===== src/rtl/msrv32_load_pkg.sv =====
// Shared constants for the MSRV32 load-data alignment unit.
// Load-size encodings match the funct3[1:0] field of RV32I loads.
package msrv32_load_pkg;

  localparam int XLEN = 32;

  localparam logic [1:0] LS_BYTE = 2'b00;
  localparam logic [1:0] LS_HALF = 2'b01;
  localparam logic [1:0] LS_WORD = 2'b10;

endpackage


===== src/rtl/msrv32_load_extract.sv =====
// Combinational lane select and zero/sign extension of a little-endian load word.
// Misaligned halfwords are not trapped; bit 0 of the offset is ignored for them.
module msrv32_load_extract
  import msrv32_load_pkg::*;
(
  input  logic [XLEN-1:0] data,
  input  logic [1:0]      offset,
  input  logic            load_unsigned,
  input  logic [1:0]      load_size,
  output logic [XLEN-1:0] result
);

  logic [7:0]  byte_sel;
  logic [15:0] half_sel;
  logic        byte_fill;
  logic        half_fill;

  always_comb begin
    byte_sel = data[7:0];
    case (offset)
      2'b00:   byte_sel = data[7:0];
      2'b01:   byte_sel = data[15:8];
      2'b10:   byte_sel = data[23:16];
      default: byte_sel = data[31:24];
    endcase
  end

  assign half_sel  = offset[1] ? data[31:16] : data[15:0];
  assign byte_fill = ~load_unsigned & byte_sel[7];
  assign half_fill = ~load_unsigned & half_sel[15];

  // Size 11 has no meaning in RV32I; it falls into the word path.
  always_comb begin
    result = data;
    case (load_size)
      LS_BYTE: result = {{24{byte_fill}}, byte_sel};
      LS_HALF: result = {{16{half_fill}}, half_sel};
      default: result = data;
    endcase
  end

endmodule


===== src/rtl/msrv32_load_unit.sv =====
// Writeback-stage load unit: extracts and extends the addressed data and
// registers it, holding the previous result while the AHB bus reports wait/error.
module msrv32_load_unit
  import msrv32_load_pkg::*;
#(
  parameter int XLEN = 32
)
(
  input  logic            ms_riscv32_mp_clk_in,
  input  logic            ms_riscv32_mp_rst_in,
  input  logic            ahb_resp_in,
  input  logic [XLEN-1:0] ms_riscv32_mp_dmdata_in,
  input  logic [1:0]      iadder_out_1_to_0_in,
  input  logic            load_unsigned_in,
  input  logic [1:0]      load_size_in,
  output logic [XLEN-1:0] lu_output_out
);

  logic [XLEN-1:0] lu_next;

  msrv32_load_extract u_extract (
    .data          (ms_riscv32_mp_dmdata_in),
    .offset        (iadder_out_1_to_0_in),
    .load_unsigned (load_unsigned_in),
    .load_size     (load_size_in),
    .result        (lu_next)
  );

  // A high AHB response means the read data is not valid yet, so keep the last result.
  always_ff @(posedge ms_riscv32_mp_clk_in or posedge ms_riscv32_mp_rst_in) begin
    if (ms_riscv32_mp_rst_in) begin
      lu_output_out <= '0;
    end else if (!ahb_resp_in) begin
      lu_output_out <= lu_next;
    end
  end

endmodule


===== config.mk =====
export PLATFORM = sky130hd
export DESIGN_NAME = msrv32_load_unit
export DESIGN_NICKNAME = d
export VERILOG_FILES = /design/src/rtl/msrv32_load_pkg.sv /design/src/rtl/msrv32_load_extract.sv /design/src/rtl/msrv32_load_unit.sv
export SDC_FILE = /design/constraint.sdc
export NUM_CORES = 1
export LEC_CHECK = 0
export BUFFER_PORTS_ARGS = -buffer_cell sky130_fd_sc_hd__buf_2
export CORE_UTILIZATION = 51
export CTS_CLUSTER_SIZE = 12
export DETAILED_ROUTE_END_ITERATION = 12
export GPL_ROUTABILITY_DRIVEN = 0
export GPL_TIMING_DRIVEN = 0
export PLACE_DENSITY_LB_ADDON = 0.2
export SLEW_MARGIN = 20
export SYNTH_ARGS = -nofsm -noshare
export SYNTH_HDL_FRONTEND = slang
export SYNTH_SLANG_ARGS = --single-unit

===== constraint.sdc =====
create_clock -name ms_riscv32_mp_clk_in -period 0.99 [get_ports ms_riscv32_mp_clk_in]
set_input_delay 0.099 -clock ms_riscv32_mp_clk_in [delete_from_list [all_inputs] [get_ports ms_riscv32_mp_clk_in]]
set_output_delay 0.099 -clock ms_riscv32_mp_clk_in [all_outputs]
set_load 0.05 [all_outputs]

* Yosys cells after proc, flatten, opt, wreduce, memory -nomap -nowiden *
Cells that the tools add are included.

word-level totals
  input bits = 40
  logic and storage cells = 12
  register bits = 32
  output and inout port bits = 32

cells by class
  reductions and logical operators = 2
  equality and inequality tests = 3
  multiplexer cells = 3
  bitwise operators = 3

operator list
  cell                                           number
  case mux 32 bit (2 select lines)               1
  case mux 8 bit (3 select lines)                1
  2-to-1 mux 16 bit                              1
  == test 2 x 1 -> 1 bit, second input constant  2
  zero test 2 bit                                2
  AND 1 bit                                      2
  == test 2 bit, second input constant           1
  NOT 1 bit                                      1

* Longest topological paths before layout *
  depth after elaboration = 4
  gate-level depth with buffers = 6
  depth with buffers taken out = 3

* Cells and area by module *
A second synthesis with hierarchy kept.

unflattened totals
  cell total of the unflattened synthesis = 184
  area, all modules = 2194.6 µm²

modules (own cells, without submodules)
  module               instances  sequential area each (µm²)  cells each  area an instance (µm²)
  msrv32_load_unit     1          800.8                       69          1348.8
  msrv32_load_extract  1          0.0                         115         845.8

* Least setup slack after synthesis *
No wires, ideal clock.

  kind = input port to flip-flop
  start point = in load_size_in[0]
  end point = reg lu_output_out[4]
  stages on the path = 5
  setup time = 135 ps
  required time = 855 ps
  arrival = 1025 ps
  path buffers = 2
  slack = -170 ps
  cell sequence = buf_6 or3b_2 buf_2 o32ai_1 o31ai_1

on the way
  longest elaborated chain between the ends = 2
  elaborated cells on any way between the ends = 3
  those cells by class = 1 x eq/ne; 1 x mux; 1 x reduce/logical

RTL lines
  item                                                              line                       RTL
  start, declared                                                   msrv32_load_unit.sv:15     input logic [1:0] load_size_in,
  == test 2 x 1 -> 1 bit / zero test 2 bit (equally long branches)  msrv32_load_extract.sv:35  case (load_size)
  case mux 32 bit (2 select lines) (*)                              msrv32_load_extract.sv:35
  end signal, assigned                                              msrv32_load_unit.sv:34     lu_output_out <= lu_next;
  end, declared                                                     msrv32_load_unit.sv:16     output logic [XLEN-1:0] lu_output_out

Every way passes the cells marked *; elsewhere a longest branch is shown, timed or not.
A chain may end at the register's enable or synchronous reset.

* Final worst setup path *
  start point = in iadder_out_1_to_0_in[0]
  end point = reg lu_output_out[19]

on the way
  longest elaborated chain between the ends = 4
  elaborated cells on any way between the ends = 6
  those cells by class = 2 x eq/ne; 2 x mux; 1 x bitwise; 1 x reduce/logical

RTL lines
  item                                   line                       RTL
  start, declared                        msrv32_load_unit.sv:13     input logic [1:0] iadder_out_1_to_0_in,
  == test 2 bit (tied with other cells)  msrv32_load_extract.sv:20  case (offset)
  case mux 8 bit (3 select lines) (*)    msrv32_load_extract.sv:20
  AND 1 bit (*)                          msrv32_load_extract.sv:29  assign byte_fill = ~load_unsigned & byte_sel[7];
  case mux 32 bit (2 select lines) (*)   msrv32_load_extract.sv:35

Marks and branches as above.

==> impl_metrics.yaml <==
run_status:
  status: "complete, but fails checks"
  violations: "hold timing"
placed_design:
  dpl_cell_area_um2: 2716
  detailedPlacementHpwl_um: 4915
  io_buffers: 68
finish:
  largest_reg_flops: 32
  diodes: 0
  mostFrequentLayoutCells: "buf_2, dfrtp_1, buf_6"
  top_register: "lu_output_out"
  multi_input_area_um2: 1328
  finalCoreUtilization: 0.7789
  final_area_um2: 3115
  seqCellArea_um2: 804.5
  fin_nets: 345
  syn_to_final_growth_pct: 45.96
  drive_above_1_share: 0.5098
  layout_commonest_cell: "buf_2"
  final.fill_count: 279
  reg_top3: "lu_output_out x32"
synth:
  synth-simple-area-share: 0.1254
  synth_compound_area_frac: 0.3640
  synthesis.area_um2: 2135
  ys_ff_latch: 32
  avgSynthCellArea_um2: 9.702
  synth_fa_ha_area_frac: 0
  synth_cell_type_count: 36
  yosysWarnings: 0
  synthXorXnorAreaFrac: 0
  synth.mux.area_fraction: 0.05451
  ys_seq_area_frac: 0.3751
  synthArstFlopShare: 1.000
  netlist_instances: 220
  synthFlopType: "dfrtp_1"
  syn_nets: 260
  synth_edf_count: 0
  synth_top_family_by_area: "compound AO/OA/AOI/OAI gates"
sta:
  finClkSkew_ns: 0
  fmaxAchievable_ghz: 1.013
  finalSetupViolations: 0
  rsz0062_at_grt: "true"
  post-route-period-util: 0.9974
  max_slew_margin: 0.5211
  period_minus_slack_ns: 0.9875
  worst_pin_slew_ns: 0.7173
  drv_slew: 0
  whs_ns: -0.08300
  finalHoldViolCount: 32
drt:
  first_pass_iters: 5
  via_per_inst: 6.511
  drt-initial-drc-count: 311
  wl_per_cell_um: 20.25
  drc: 0
  drt_wl_total_um: 7210
  ant_nets: 0
  vias: 2318
floorplan:
  die-height_um: 66.70
  dieArea_um2: 4448
  start_util: 0.5336
  io_pins: 72
  core_um2: 4000
  die_w_um: 66.70
  rows: 23
critical_path:
  required_ns: 1.16
  rr_startpoint: "lu_output_out[31]$_DFFE_PP0N_"
  r2r-end: "lu_output_out[31]$_DFFE_PP0N_"
  path_max_fanout: 5
  cp-start-kind: "input pin"
  r2r_cells: 2
  crit_type: "input pin to register"
  r2r_setup_slack_ns: 0.20
  endpoint_kind: "register"
  critPathArrivalTime_ns: 1.16
global_route:
  antenna_found_initial: 0
  grt-ovfl-total: 0
  grt_max_degree: 33
  grt_use_total: 0.3336
  grt_pass1_wl_um: 10750
  grt_pass1_vias: 2206
power:
  power_uw: 4556
  total_leakage_power_uw: 0.001324
  power.density_nw_per_um2: 1462
  vdd_drop_max_mv: 1.075
clock_tree:
  clock_latency_ns: 0.29
  cts_tree: "built"
  cts_sinks: 32
  htreeDepth: 2
  cts_root_buf: "clkbuf_8"
  numCtsBuffers: 5
  path_clk_slew_ns: 0.08
  clk_path_buf_depth: 2
run:
  max_cap_violations: 0
worst_hold_path:
  hp-class: "input pin to asynchronous set/reset pin"
metal layers:
metal,vias to the layer above,track usage,share of wire
met2,141,0.5530,0.50
met1,1119,0.4098,0.39
met4,0,0.1489,0.029
li1,1035,-,-
met5,-,0,0
met3,23,0.07363,0.079
critical path, stage by stage:
cell	delay (ns)
buf_6	0.11
mux2_4	0.33
a32oi_4	0.33
clkbuf_16	0.23
a211oi_2	0.06
where the power goes:
part | total, uW | switching, uW | internal [uW]
logic | 1880 | 1180 | 693
clock network | 1100 | 528 | 568
registers | 1580 | 116 | 1470
total | 4560 | 1830 | 2730
cell families (layout without fill, tap and decap cells):
kind of cell | count (synthesis) | count (layout)
compound gates | 90 | 90
simple gates | 55 | 55
buf+inv | 33 | 119
flops | 32 | 32
mux | 10 | 10
metrics by stage:
| step | setup slack (ns) | setup TNS (ns) | cells |
|---|---|---|---|
| 2_1_floorplan | -0.07015 | -1.238 | 220 |
| 3_3_place_gp | -0.4018 | -18.92 | 338 |
| 3_5_place_dp | -0.3833 | -9.814 | 338 |
| 4_1_cts | 0.001181 | 0 | 355 |
| 5_1_grt | -0.03576 | -0.1032 | 356 |
| 6_report | 0.002546 | 0 | 356 |
cell type report:
cell class,instances,share of cell area
plain buffers,25,0.06546
flip-flops and latches,32,0.2582
well taps,50,0.02008
inverters,8,0.009639
repair buffers,78,0.1916
multi-input cells,155,0.4261
clock buffers,8,0.02892
how the worst max path moves through the flow:
stage	startpoint	endpoint	slack, ns
finish	iadder_out_1_to_0_in[0]	lu_output_out[19]$_DFFE_PP0N_	0.003
global route	ahb_resp_in	lu_output_out[11]$_DFFE_PP0N_	-0.04
detailed placement	iadder_out_1_to_0_in[0]	lu_output_out[15]$_DFFE_PP0N_	-0.38
floorplan	iadder_out_1_to_0_in[0]	lu_output_out[24]$_DFFE_PP0N_	-0.07
global placement	iadder_out_1_to_0_in[0]	lu_output_out[15]$_DFFE_PP0N_	-0.40
CTS	iadder_out_1_to_0_in[0]	lu_output_out[24]$_DFFE_PP0N_	0.001
synthesized netlist by cell type (2+ instances only):
master     instances  area [um2]
a211oi_1          22       165.2
a211oi_2          10       125.1
a21oi_1            3       15.01
a221oi_1          19       166.4
a31oi_1            9       56.30
buf_2              9       45.04
buf_4              3       22.52
buf_6              2       22.52
clkbuf_1          10       37.54
dfrtp_1           32       800.8
inv_1              8       30.03
mux2_2             9       101.4
nand2_1           16       60.06
nand2b_1           5       31.28
nor2_1            23       86.33
nor2b_1            3       18.77
o21ai_0            2       10.01
o2bb2ai_1          7       61.31
o31ai_1            6       45.04
o32ai_1            6       52.55
repair_timing:
| action | 4_1_cts | 5_1_grt |
|---|---|---|
| resized for setup | 37 | 38 |
| cloned | 0 | 1 |
| pin swaps | 1 | 3 |
| hold endpoints to repair | 32 | 32 |
| buffers inserted | 9 | 0 |
| setup endpoints to repair | 50 | 48 |
Note: power is estimated with default switching activity, not from simulation.
